## config.mk

```make
export PLATFORM = sky130hd
export DESIGN_NAME = uart_rx_16x
export DESIGN_NICKNAME = d
export VERILOG_FILES = /design/src/rtl/uart_rx_16x.sv
export SDC_FILE = /design/constraint.sdc
export NUM_CORES = 1
export LEC_CHECK = 0
export CAP_MARGIN = 40
export CORE_ASPECT_RATIO = 1.75
export CORE_MARGIN = 2
export CORE_UTILIZATION = 45
export DETAILED_ROUTE_END_ITERATION = 10
export GPL_TIMING_DRIVEN = 0
export PLACE_DENSITY = 0.64
export SYNTH_ARGS = -nofsm -noshare
export SYNTH_HDL_FRONTEND = slang
export SYNTH_SLANG_ARGS = --single-unit
```

## constraint.sdc

```tcl
create_clock -name clk -period 2.25 [get_ports clk]
set_input_delay 0.45 -clock clk [delete_from_list [all_inputs] [get_ports clk]]
set_output_delay 0.45 -clock clk [all_outputs]
set_load 0.01 [all_outputs]
```

## src/rtl/uart_rx_16x.sv

```systemverilog
// uart_rx_16x: 16x-oversampled UART receiver.
// Frame: start, 8 data bits LSB first, parity (XOR(data) ^ PARITY_MODE), stop.
// Optional macro UART_RX_MAJORITY_EN: 2-of-3 majority at every sample point,
// which adds one clock to all decision points (rdsig latency 167 instead of 166).
module uart_rx_16x #(
  parameter logic PARITY_MODE = 1'b0
) (
  input  logic       clk,
  input  logic       rst,
  input  logic       rx,
  output logic [7:0] dataout,
  output logic       rdsig,
  output logic       parity_err,
  output logic       frame_err,
  output logic       busy
);

  typedef enum logic [2:0] {StIdle, StStart, StData, StParity, StStop} state_e;

`ifdef UART_RX_MAJORITY_EN
  localparam logic [7:0] SampleOfs = 8'd1;
`else
  localparam logic [7:0] SampleOfs = 8'd0;
`endif
  localparam logic [7:0] StartPt  = 8'd8   + SampleOfs;
  localparam logic [7:0] FirstPt  = 8'd24  + SampleOfs;
  localparam logic [7:0] ParityPt = 8'd152 + SampleOfs;
  localparam logic [7:0] StopPt   = 8'd164 + SampleOfs;
  localparam logic [7:0] DonePt   = StopPt + 8'd1;

  logic       sync1_q, sync2_q, hist_q;
  logic [1:0] flush_q;
  logic       armed_q, armed_d;
  logic       bit_smp;
  logic       start_det;
  logic [7:0] data_pt;

  state_e     state_q, state_d;
  logic [7:0] cnt_q, cnt_d;
  logic [2:0] bit_q, bit_d;
  logic [7:0] shift_q, shift_d;
  logic       par_bad_q, par_bad_d;
  logic       stop_q, stop_d;
  logic [7:0] dataout_q, dataout_d;
  logic       parity_err_q, parity_err_d;
  logic       frame_err_q, frame_err_d;
  logic       busy_q, busy_d;
  logic       rdsig_q, rdsig_d;

  // Two-flop synchronizer plus one history flop; all idle-high after reset.
  // flush_q marks when sync2_q holds a real line sample rather than its reset value.
  always_ff @(posedge clk) begin
    if (rst) begin
      sync1_q <= 1'b1;
      sync2_q <= 1'b1;
      hist_q  <= 1'b1;
      flush_q <= 2'b00;
      armed_q <= 1'b0;
    end else begin
      sync1_q <= rx;
      sync2_q <= sync1_q;
      hist_q  <= sync2_q;
      flush_q <= {flush_q[0], 1'b1};
      armed_q <= armed_d;
    end
  end

  // A start needs a genuine high seen after reset, so a line held low at release is ignored.
  always_comb begin
    armed_d = armed_q | (flush_q[1] & sync2_q);
  end

`ifdef UART_RX_MAJORITY_EN
  logic hist2_q;

  // Third tap: at cnt = N+1, hist2_q/hist_q/sync2_q hold rx at N-1/N/N+1.
  always_ff @(posedge clk) begin
    if (rst) hist2_q <= 1'b1;
    else     hist2_q <= hist_q;
  end

  // 2-of-3 vote rejects a single-clock glitch at the sample point.
  always_comb begin
    bit_smp = (hist2_q & hist_q) | (hist2_q & sync2_q) | (hist_q & sync2_q);
  end
`else
  // Single sample at the nominal bit centre.
  always_comb begin
    bit_smp = sync2_q;
  end
`endif

  // Receive FSM next-state: sample points are fixed cnt values from the start edge.
  always_comb begin
    state_d      = state_q;
    cnt_d        = (state_q == StIdle) ? 8'd0 : cnt_q + 8'd1;
    bit_d        = bit_q;
    shift_d      = shift_q;
    par_bad_d    = par_bad_q;
    stop_d       = stop_q;
    dataout_d    = dataout_q;
    parity_err_d = parity_err_q;
    frame_err_d  = frame_err_q;
    busy_d       = busy_q;
    rdsig_d      = 1'b0;
    start_det    = armed_q & hist_q & ~sync2_q;
    data_pt      = FirstPt + {1'b0, bit_q, 4'b0000};
    case (state_q)
      StIdle: begin
        if (start_det) begin
          state_d = StStart;
          cnt_d   = 8'd1;
          busy_d  = 1'b1;
        end
      end
      StStart: begin
        if (cnt_q == StartPt) begin
          if (!bit_smp) begin
            state_d = StData;
            bit_d   = 3'd0;
          end else begin
            // False start: drop back silently, outputs untouched.
            state_d = StIdle;
            cnt_d   = 8'd0;
            busy_d  = 1'b0;
          end
        end
      end
      StData: begin
        if (cnt_q == data_pt) begin
          shift_d = {bit_smp, shift_q[7:1]};
          bit_d   = bit_q + 3'd1;
          if (bit_q == 3'd7) state_d = StParity;
        end
      end
      StParity: begin
        if (cnt_q == ParityPt) begin
          par_bad_d = bit_smp ^ (^shift_q) ^ PARITY_MODE;
          state_d   = StStop;
        end
      end
      StStop: begin
        if (cnt_q == StopPt) stop_d = bit_smp;
        if (cnt_q == DonePt) begin
          dataout_d    = shift_q;
          parity_err_d = par_bad_q;
          frame_err_d  = ~stop_q;
          rdsig_d      = 1'b1;
          busy_d       = 1'b0;
          state_d      = StIdle;
          cnt_d        = 8'd0;
        end
      end
      default: begin
        state_d = StIdle;
        cnt_d   = 8'd0;
        busy_d  = 1'b0;
      end
    endcase
  end

  // Receive FSM state and registered outputs; reset wins over everything.
  always_ff @(posedge clk) begin
    if (rst) begin
      state_q      <= StIdle;
      cnt_q        <= 8'd0;
      bit_q        <= 3'd0;
      shift_q      <= 8'h00;
      par_bad_q    <= 1'b0;
      stop_q       <= 1'b1;
      dataout_q    <= 8'h00;
      parity_err_q <= 1'b0;
      frame_err_q  <= 1'b0;
      busy_q       <= 1'b0;
      rdsig_q      <= 1'b0;
    end else begin
      state_q      <= state_d;
      cnt_q        <= cnt_d;
      bit_q        <= bit_d;
      shift_q      <= shift_d;
      par_bad_q    <= par_bad_d;
      stop_q       <= stop_d;
      dataout_q    <= dataout_d;
      parity_err_q <= parity_err_d;
      frame_err_q  <= frame_err_d;
      busy_q       <= busy_d;
      rdsig_q      <= rdsig_d;
    end
  end

  assign dataout    = dataout_q;
  assign rdsig      = rdsig_q;
  assign parity_err = parity_err_q;
  assign frame_err  = frame_err_q;
  assign busy       = busy_q;

endmodule

```

After elaboration in Yosys (flattened, before gate mapping). Index checks and enable logic that the tools add are counted.

Add/sub/neg operators: 3. Eq/ne operators: 18. Multiplexer cells: 25. Bitwise gates (word level): 9. Reductions and logical operators: 12.

Operator list (count): $mux 8 (5); $pmux 8 s4 (1); $mux 3 (9); $eq 8x8->1 const B (3); $ne 2x2->1 const B (8); $pmux 3 s5 (1); $add 5x7->8 const A (1); $add 8x1->8 const B (1); $eq 8x4->1 const B (1); $eq 8x8->1 (1); $reduce_and 2->1 (4); $reduce_xor 8->1 (1); $eq 3x2->1 const B (2); $eq 3x3->1 const B (2); $mux 1 (6); $pmux 3 s2 (1); $reduce_and 6->1 (1); $reduce_and 5->1 (1); $not 1->1 (4); $pmux 1 s4 (1); $reduce_and 4->1 (1); $reduce_or 2->1 (2); $add 3x1->3 const B (1); $and 1x1->1 (3); 6 further kinds (6).

Flip-flop bits (word level): 42. Input port bits: 3. Logic and storage cells: 84.

Depth between registers and ports, before layout. Gate-level depths: netlist (run 1).

Word-level depth: 5. Gate-level depth with buffers: 8. Gate-level depth less buffers: 7.

Worst setup path before layout (run 1). No wires, ideal clock.

Kind: reg-to-reg. Start point: register bit_q[0]. End point: register state_q[0]. Data arrival time: 1.939 ns. Setup slack: 0.189 ns. Stages on the path, launching flop included: 8. Path buffers: 0. Clock period less this slack: 2.061 ns. Cells stage by stage: dfxtp_1 > ha_1 > ha_1 > xor2_1 > nor4_4 > a21oi_2 > nor4_4 > mux2_4.

Cells in the longest elaborated chain, start to end: 4. Elaborated cells on any way between the ends: 6. Those cells by class: 1 x add/sub; 4 x eq/ne; 1 x reduce/logical.

Ends and longest elaborated chain: start, declared (RTL line 40) `logic [2:0] bit_q, bit_d;`; start signal, assigned (RTL line 179) `bit_q <= bit_d;`; $add 5x7->8 (RTL line 107) `data_pt = FirstPt + {1'b0, bit_q, 4'b0000};`; $eq 8x8->1 (RTL line 130) `if (cnt_q == data_pt) begin`; $ne 2x2->1 (no line); $reduce_and 6->1 (no line) *; end signal, assigned (RTL line 165) `state_q <= StIdle;`; end signal, assigned (RTL line 177) `state_q <= state_d;`; end, declared (RTL line 38) `state_e state_q, state_d;`.

Mark *: on every way between the ends. The rest lies on a longest branch, timed or not. A chain may end at the register's enable or synchronous reset.

Final worst setup path (run 1).
Start point: register bit_q[0]. End point: register bit_q[0].

Cells in the longest elaborated chain, start to end: 4. Elaborated cells on any way between the ends: 7. Those cells by class: 2 x add/sub; 2 x eq/ne; 2 x mux; 1 x reduce/logical.

Ends and longest elaborated chain (RTL line): $add 5x7->8 (107); $eq 8x8->1 (130); $ne 2x2->1 (no line); $reduce_and 4->1 (no line).

Several ways; a longest one is shown, not always the timed one. The select of a mux whose other input is x is not followed.

==> results.sh, run 1 <==
export IMPL_cts_buffer_depth=2
export IMPL_status="finished, final reports clean"
export IMPL_grt_first_pass_wirelength_microns=6486
export IMPL_worstSetupPathType="reg2reg"
export IMPL_dieWidth_microns=54.20
export IMPL_timing_fmax_mhz=479.5
export IMPL_rows=32
export IMPL_ant_nets=0
export IMPL_cp_common_cell="ha_1"
export IMPL_seq_area_frac_synth_pct=42.37
export IMPL_route_layer_met1_wl_microns=1480
export IMPL_grt_pass1_vias=1417
export IMPL_io_buffers=14
export IMPL_period_share_pct=92.69
export IMPL_die_area_sq_mm=0.004978
export IMPL_min_period_ps=2085
export IMPL_cpPeakStageDelay_ps=360
export IMPL_swShare_pct=23.69
export IMPL_syn_inst=200
export IMPL_timing_clock_skew_ps=3.193
export IMPL_diodes=0
export IMPL_fin_area_sq_mm=0.002298
export IMPL_hold_buffers=0
export IMPL_via_per_inst=5.205
export IMPL_syn2layout_area_growth_pct=15.83
export IMPL_clock_power_share_pct=39.1
export IMPL_cts_tree="built"
export IMPL_cts_root_buf="clkbuf_8"
export IMPL_antenna_found_initial=0
export IMPL_internal_power_mw=1.157
export IMPL_cp_required_ps=2430
export IMPL_post_cts_buffers=0
export IMPL_yosys_top_cells_area="dfxtp_1 (42%), mux2i_1 (11%), nor2_1 (7.0%)"
export IMPL_tightest_slew_ps=468.8
export IMPL_io_pins=15
export IMPL_combPwrFrac_pct=10.4
export IMPL_route_detailed_drc=0
export IMPL_grt_max_degree=14
export IMPL_place_inst=265
export IMPL_post_cts_resized=0
export IMPL_avgRoutedWirePerCell_microns=13.71
export IMPL_crit_path_end_kind="register"
export IMPL_gr_total_overflow=0
export IMPL_clock_latency_ps=290
export IMPL_slew_violations=0
export IMPL_layout_common_cells="dfxtp_1 (42), nor2_1 (37), mux2i_1 (21), clkdlybuf4s50_1 (14)"
export IMPL_ys_ff_latch=42
export IMPL_postSynthAreaPerCell_sq_um=9.922
export IMPL_dr_pass1_iters=4
export IMPL_power_density_mw_per_mm2=659.9
export IMPL_wl_met2_microns=2016
export IMPL_yosysUniqueCellTypes=46
export IMPL_p_total_mw=1.517
export IMPL_drt_iter0_drc=10
export IMPL_yosysTopAreaCellShare_pct=42.37
export IMPL_hold_viol=0
export IMPL_cp_slowest_cell="dfxtp_1"
export IMPL_yosysTopAreaCell="dfxtp_1"
export IMPL_drive_gt1_share_pct=14.86
export IMPL_p_sw_mw=0.3594
export IMPL_fin_ws_ps=164.6
export IMPL_dp_hpwl_microns=2839
export IMPL_place_ws_ps=5.278
export IMPL_vias=1421
export IMPL_htree_levels=2
export IMPL_syn_num_nets=208
export IMPL_power_frac_seq_pct=50.5
export IMPL_relSlewSlack_pct=68.75
export IMPL_nets=229
export IMPL_hold_class="reg2reg"
export IMPL_die_y_microns=91.85
export IMPL_met3RoutedLength_microns=103
export IMPL_clkTransAtPathRegs_ps=80
export IMPL_route_top_layer_used="met4"
export IMPL_start_util_pct=45.89
export IMPL_fillers=426
export IMPL_postPlaceCellArea_sq_mm=0.002188
export IMPL_ir_drop_v=0.0004093
export IMPL_cts_buffers=5
export IMPL_final_setup_viol_count=0
export IMPL_ys_warn_count=0
export IMPL_grt_usage_pct=17.43
export IMPL_maxCapViolations=0
export IMPL_cts_sinks=42
export IMPL_p_leak_nw=0.9558
export IMPL_final_cells=273
export IMPL_coreArea_sq_mm=0.004324
export IMPL_fin_tns_setup_ps=0
export IMPL_gp_congestion=0.8831
export IMPL_rsz0062_at_grt="no"
export IMPL_start_kind="register"
export IMPL_worstPathArrival_ps=2270
export IMPL_syn_area_sq_mm=0.001984
export IMPL_final_common_cell="dfxtp_1"
export IMPL_crit_fanout=9
export IMPL_path_cells="ha_1 -> ha_1 -> xor2_1 -> nor4_4 -> nand3_1 -> buf_6 -> o41ai_4 -> mux2_4"
export IMPL_wirelength_microns=3743
==> stage by stage <==
stage / utilization (%) / hold WS, ps
floorplan: - / 389.5
global placement: 50.61 / 391.6
detailed placement: 50.61 / 394.2
CTS: 53.15 / 413.9
global route: 53.15 / 446.1
finish: 53.15 / 412.1
==> registers in the layout, summed over array words and instances (netlist names), 2 cells and up <==
register	cells
state_q	3
shift_q	8
bit_q	3
flush_q	2
cnt_q	8
dataout	8
==> power groups by stage <==
stage | sequential [mW] | combinational, mW | clock [mW]
2_1_floorplan | 0.782 | 0.126 | 0
3_3_place_gp | 0.785 | 0.155 | 0
3_5_place_dp | 0.785 | 0.157 | 0
4_1_cts | 0.767 | 0.158 | 0.605
5_1_grt | 0.769 | 0.174 | 0.632
6_report | 0.767 | 0.157 | 0.593
==> synthesized netlist by cell type, drive strengths merged <==
cell	number
nor2	37
o221ai	1
dfxtp	42
nand2	8
and2b	2
nor2b	2
ha	5
clkinv	1
nand3	8
or3b	1
o41ai	1
a21oi	5
or2	5
and2	1
xnor2	8
mux2i	21
a41oi	1
o21ai	1
buf	7
mux2	2
nand3b	2
a31oi	1
o21a	1
a31o	1
nor3	6
nor4	2
nor3b	1
xor2	8
nand4	3
and4bb	2
clkbuf	3
xnor3	1
or3	2
inv	4
and3	2
o2bb2ai	1
a22o	1
==> worst max-delay path: cells and delay by family (launching register included) <==
family / cells / cell delay [ps]
xor gates and xnor gates: 1 / 180
muxes: 1 / 330
adders and majority gates: 2 / 510
DFF: 1 / 360
and+or+nand+nor: 2 / 320
AOI/OAI and AO/OA: 1 / 90
buffers and inverters: 1 / 180
==> cell families after synthesis <==
kind of cell / after synthesis / share of synthesized area (%)
DFF: 42 / 42.37
and+or+nand+nor: 84 / 22.76
AOI/OAI and AO/OA: 14 / 7.251
adders and majority gates: 5 / 3.153
buffers and inverters: 15 / 4.160
xor gates and xnor gates: 17 / 8.197
muxes: 23 / 12.11
==> final timing paths <==
path	start	to	slack, ps	cells after the start
max reg2reg	bit_q[0]	bit_q[0]	160	8
min reg2reg	sync1_q	bit_smp	410	1
max	bit_q[0]	bit_q[0]	160	8
min	sync1_q	bit_smp	410	1
==> area by class of cell <==
type                            count  area (sq um)  area share (%)
Buffer                             10         63.81           2.776
Clock buffer                        6         72.57           3.157
Clock inverter                      2         37.54           1.633
Inverter                            5         18.77          0.8166
Multi-Input combinational cell    143          1061           46.16
Sequential cell                    42         840.8           36.58
Tap cell                           51         63.81           2.776
Timing Repair Buffer               14         140.1           6.097
==> per-layer routing <==
layer,GRT usage (%),vias up
met4,9.167,0
met2,30.72,24
met1,18.23,668
li1,-,715
met3,3.257,14
met5,0,-
No activity file was read; power rests on OpenSTA's default activity.
==> inputs of run 2 (changes only) <==
--- a/config.mk
+++ b/config.mk
@@ -8,10 +8,11 @@
 export CAP_MARGIN = 40
 export CORE_ASPECT_RATIO = 1.75
 export CORE_MARGIN = 2
-export CORE_UTILIZATION = 45
+export CORE_UTILIZATION = 49
 export DETAILED_ROUTE_END_ITERATION = 10
 export GPL_TIMING_DRIVEN = 0
-export PLACE_DENSITY = 0.64
+export PLACE_DENSITY = 0.69
+export SKIP_CTS_REPAIR_TIMING = 1
 export SYNTH_ARGS = -nofsm -noshare
 export SYNTH_HDL_FRONTEND = slang
 export SYNTH_SLANG_ARGS = --single-unit
==> run 2 against run 1 <==
Clock skew up 4.0 ps. Maximum frequency up 0.21%. Critical path depth unchanged. Sequential cell count unchanged. Largest cell class unchanged. Clock power down 17%. Final cell count down 0.37%. Critical endpoint unchanged. Cell area down 0.38%. First-iteration DRC count up 40%. Sequential power about the same. Total power down 6.8%.
==> results.sh, run 2 (same netlist as run 1, synthesis figures left out) <==
export IMPL_io_pins=15
export IMPL_place_inst=262
export IMPL_timing_fmax_mhz=480.5
export IMPL_dieWidth_microns=52.11
export IMPL_layout_common_cells="dfxtp_1 (42), nor2_1 (37), mux2i_1 (21), clkdlybuf4s50_1 (14)"
export IMPL_route_detailed_drc=0
export IMPL_period_share_pct=92.49
export IMPL_clkTransAtPathRegs_ps=90
export IMPL_cts_buffers=5
export IMPL_vias=1446
export IMPL_final_common_cell="dfxtp_1"
export IMPL_cts_tree="built"
export IMPL_fin_area_sq_mm=0.002290
export IMPL_status="finished, final reports clean"
export IMPL_ant_nets=0
export IMPL_fin_hold_ws_ps=413.7
export IMPL_avgRoutedWirePerCell_microns=14.66
export IMPL_cp_required_ps=2440
export IMPL_coreArea_sq_mm=0.003866
export IMPL_relSlewSlack_pct=68.96
export IMPL_gp_congestion=0.9071
export IMPL_cts_sinks=42
export IMPL_grt_usage_pct=19.47
export IMPL_drt_iter0_drc=14
export IMPL_p_total_mw=1.414
export IMPL_power_density_mw_per_mm2=617.6
export IMPL_nets=231
export IMPL_min_period_ps=2081
export IMPL_grt_first_pass_wirelength_microns=6672
export IMPL_p_leak_nw=0.9568
export IMPL_final_cells=272
export IMPL_hold_class="reg2reg"
export IMPL_multiInputGateArea_sq_mm=0.001061
export IMPL_fillers=347
export IMPL_rows=30
export IMPL_slew_violations=0
export IMPL_postPlaceCellArea_sq_mm=0.002185
export IMPL_drive_gt1_share_pct=16.07
export IMPL_gr_total_overflow=0
export IMPL_io_buffers=14
export IMPL_rsz0062_at_grt="no"
export IMPL_via_per_inst=5.316
export IMPL_wirelength_microns=3988
export IMPL_diodes=0
export IMPL_fin_tns_setup_ps=0
export IMPL_grt_max_degree=15
export IMPL_syn2layout_area_growth_pct=15.38
export IMPL_worstPathArrival_ps=2270
export IMPL_start_kind="register"
export IMPL_dp_hpwl_microns=3022
export IMPL_ir_drop_v=0.0005652
export IMPL_crit_path_end_kind="register"
export IMPL_timing_clock_skew_ps=7.182
export IMPL_dr_pass1_iters=4
export IMPL_tightest_slew_ps=464.1
export IMPL_fin_util_pct=59.22
export IMPL_start_util_pct=51.33
export IMPL_r2r_setup_slack_ps=170
export IMPL_final_setup_viol_count=0
export IMPL_htree_levels=2
export IMPL_clock_latency_ps=300
export IMPL_crit_fanout=5
export IMPL_cts_root_buf="clkbuf_8"
export IMPL_die_y_microns=88.19
export IMPL_antenna_found_initial=0
export IMPL_ff_latch_area_sq_um=840.8
export IMPL_worstSetupPathType="reg2reg"
export IMPL_fin_ws_ps=168.9
export IMPL_maxCapViolations=0
export IMPL_cts_buffer_depth=2
export IMPL_hold_viol=0
export IMPL_grt_pass1_vias=1505
export IMPL_die_area_sq_mm=0.004595
export IMPL_place_ws_ps=-3.591
## run 2: changes by cell type in the layout (fill, tap and decap cells not counted)
cell       previous run  this run
buf_4                 2         4
bufinv_16             1         0
clkbuf_1              4         3
clkinv_2              0         1
clkinv_4              0         1
## run 2: area by class of cell
type                            instances  share of cell area (%)
Timing Repair Buffer                   16                   6.776
Sequential cell                        42                   36.72
Tap cell                               48                   2.623
Clock buffer                            5                   3.005
Buffer                                 10                   2.787
Inverter                                5                  0.8197
Clock inverter                          3                  0.9290
Multi-Input combinational cell        143                   46.34
## run 2: routing by layer
layer  GRT usage [%]  wire length, microns  part of all wire [%]
met1           17.88                  1518                    38
met2           37.40                  2192                    55
met3           3.754                   108                   2.7
met4           11.72                   169                   4.2
met5               0                     0                     0
## run 2: worst max-delay path, stage by stage, from the launching register on
cell and delay, ps:
dfxtp_1 360, ha_1 230, ha_1 320, xor2_1 180, nor4_4 180, nand3_1 130, buf_6 160, o41ai_4 80
mux2_4 340
## run 2: worst paths after layout
| check | startpoint | end | cells past startpoint |
|---|---|---|---|
| worst max-delay path | bit_q[0] | bit_q[0] | 8 |
| worst min-delay path | sync1_q | bit_smp | 1 |
| worst max register to register | bit_q[0] | bit_q[0] | 8 |
| worst min register to register | sync1_q | bit_smp | 1 |
## run 2: where the power goes
part	total, mW	internal, mW	switching [mW]
Combinational	0.157	0.0692	0.0882
Sequential	0.767	0.757	0.00988
Clock	0.490	0.218	0.272
Total	1.41	1.04	0.370
==> inputs of run 3 (changes only) <==
--- a/config.mk
+++ b/config.mk
@@ -10,8 +10,9 @@
 export CORE_MARGIN = 2
 export CORE_UTILIZATION = 49
 export DETAILED_ROUTE_END_ITERATION = 10
+export GPL_ROUTABILITY_DRIVEN = 0
 export GPL_TIMING_DRIVEN = 0
-export PLACE_DENSITY = 0.69
+export PLACE_DENSITY = 0.71
 export SKIP_CTS_REPAIR_TIMING = 1
 export SYNTH_ARGS = -nofsm -noshare
 export SYNTH_HDL_FRONTEND = slang
==> constraint.sdc (replaced) <==
create_clock -name clk -period 1.9 [get_ports clk]
set_input_delay 0.38 -clock clk [delete_from_list [all_inputs] [get_ports clk]]
set_output_delay 0.38 -clock clk [all_outputs]
set_load 0.01 [all_outputs]
==> run 3 against run 2 <==
The run now ends with negative setup slack left. Sequential share of layout area shrank 1.2 points. Combinational power is 19% higher. Register-to-register slack lost 290 ps. Global-route usage is 0.12 points lower. Via count shrank 1.3%. Total power is 18% higher. Non-clock buffer count grew 3. Sequential power increased by 18%. Hold slack got worse by 5.0 ps. Critical path type unchanged.
==> results.sh, run 3 (same netlist as run 1, synthesis figures left out) <==
export IMPL_fin_util_pct=61.55
export IMPL_dr_pass1_iters=4
export IMPL_io_pins=15
export IMPL_cts_sinks=42
export IMPL_r2r_cells=8
export IMPL_maxCapViolations=0
export IMPL_tightest_slew_ps=457.7
export IMPL_cp_required_ps=2090
export IMPL_violations="negative setup slack"
export IMPL_final_common_cell="dfxtp_1"
export IMPL_internal_power_mw=1.236
export IMPL_relSlewSlack_pct=69.49
export IMPL_cts_root_buf="clkbuf_8"
export IMPL_die_y_microns=88.19
export IMPL_swShare_pct=25.90
export IMPL_rows=30
export IMPL_antenna_found_initial=0
export IMPL_worstSetupPathType="reg2reg"
export IMPL_grt_max_degree=15
export IMPL_path_depth=8
export IMPL_clock_latency_ps=300
export IMPL_power_frac_seq_pct=54.4
export IMPL_crit_path_end_kind="register"
export IMPL_cts_buffer_depth=2
export IMPL_grt_usage_pct=19.36
export IMPL_route_detailed_drc=0
export IMPL_start_kind="register"
export IMPL_clock_power_share_pct=34.4
export IMPL_grt_first_pass_wirelength_microns=6472
export IMPL_period_share_pct=106.6
export IMPL_die_area_sq_mm=0.004595
export IMPL_io_buffers=14
export IMPL_timing_fmax_mhz=493.6
export IMPL_start_util_pct=51.33
export IMPL_diodes=0
export IMPL_cp_slowest_cell="dfxtp_4"
export IMPL_via_per_inst=5.189
export IMPL_nets=234
export IMPL_syn2layout_area_growth_pct=19.92
export IMPL_wirelength_microns=3812
export IMPL_cpPeakStageDelay_ps=360
export IMPL_min_period_ps=2026
export IMPL_gr_total_overflow=0
export IMPL_hold_class="reg2reg"
export IMPL_cts_buffers=5
export IMPL_hold_viol=0
export IMPL_fin_tns_setup_ps=-598.7
export IMPL_vias=1427
export IMPL_p_leak_nw=0.9856
export IMPL_power_density_mw_per_mm2=700.7
export IMPL_combPwrFrac_pct=11.2
export IMPL_drive_gt1_share_pct=19.82
export IMPL_slew_violations=0
export IMPL_crit_buf_inv=1
export IMPL_drt_iter0_drc=23
export IMPL_ir_drop_v=0.0005554
export IMPL_grt_pass1_vias=1410
export IMPL_ant_nets=0
export IMPL_timing_clock_skew_ps=6.231
export IMPL_dieWidth_microns=52.11
export IMPL_coreArea_sq_mm=0.003866
export IMPL_final_setup_viol_count=12
export IMPL_fin_ws_ps=-126.1
export IMPL_crit_fanout=4
export IMPL_hold_depth=1
export IMPL_worstPathArrival_ps=2220
export IMPL_cts_tree="built"
export IMPL_layout_common_cells="dfxtp_1 (40), nor2_1 (37), mux2i_1 (21), clkdlybuf4s50_1 (14)"
export IMPL_rsz0062_at_grt="yes"
export IMPL_path_cells="ha_4 -> ha_4 -> xor2_2 -> nor4_4 -> nand3_1 -> buf_6 -> o41ai_4 -> mux2_4"
export IMPL_cp_top_family="simple AND/OR/NAND/NOR gates"
export IMPL_clkTransAtPathRegs_ps=80
export IMPL_htree_levels=2
export IMPL_avgRoutedWirePerCell_microns=13.86
export IMPL_p_sw_mw=0.4318
export IMPL_dp_hpwl_microns=2833
export IMPL_status="finished with violations"
export IMPL_cp_common_cell="ha_4"
-- run 3: path summary, 6_finish.rpt --
kind / from / to / slack [ps]
worst max-delay path: bit_q[0] / bit_q[0] / -130
worst min-delay path: sync1_q / bit_smp / 410
worst max register to register: bit_q[0] / bit_q[0] / -130
worst min register to register: sync1_q / bit_smp / 410
-- run 3: power by group through the flow --
| stage | sequential [mW] | combinational (mW) | clock, mW |
|---|---|---|---|
| after floorplan | 0.927 | 0.150 | 0 |
| after global routing | 0.910 | 0.207 | 0.619 |
| after global placement | 0.929 | 0.179 | 0 |
| after CTS | 0.910 | 0.186 | 0.588 |
| after detailed placement | 0.931 | 0.184 | 0 |
| final | 0.907 | 0.187 | 0.573 |
-- run 3: area by class of cell --
class | count | area [sq um]
Fill cell | 324 | 1486
Multi-Input combinational cell | 143 | 1099
Sequential cell | 42 | 845.8
Timing Repair Buffer | 19 | 202.7
Clock buffer | 5 | 68.82
Buffer | 10 | 63.81
Tap cell | 48 | 60.06
Clock inverter | 3 | 21.27
Inverter | 5 | 18.77
-- run 3: metal layers --
metal  global-route usage [%]  vias to the layer above  share of wire [%]
li1                         -                      735                  -
met1                    19.55                      662                 39
met2                    35.21                       21                 55
met3                    3.925                        9                2.5
met4                    11.48                        0                3.2
met5                        0                        -                  0
-- run 3: metrics by stage --
step / hold slack [ps] / power [mW] / instance area, sq um / instances / setup slack, ps
2_1_floorplan: 389.5 / 1.077 / 2008 / 200 / 3.301
4_1_cts: 410.8 / 1.683 / 2298 / 270 / -142.2
3_3_place_gp: 392.5 / 1.109 / 2208 / 262 / -118.6
6_report: 408.7 / 1.667 / 2380 / 275 / -126.1
5_1_grt: 429.7 / 1.736 / 2380 / 275 / -223.6
3_5_place_dp: 392.3 / 1.115 / 2208 / 262 / -120.9
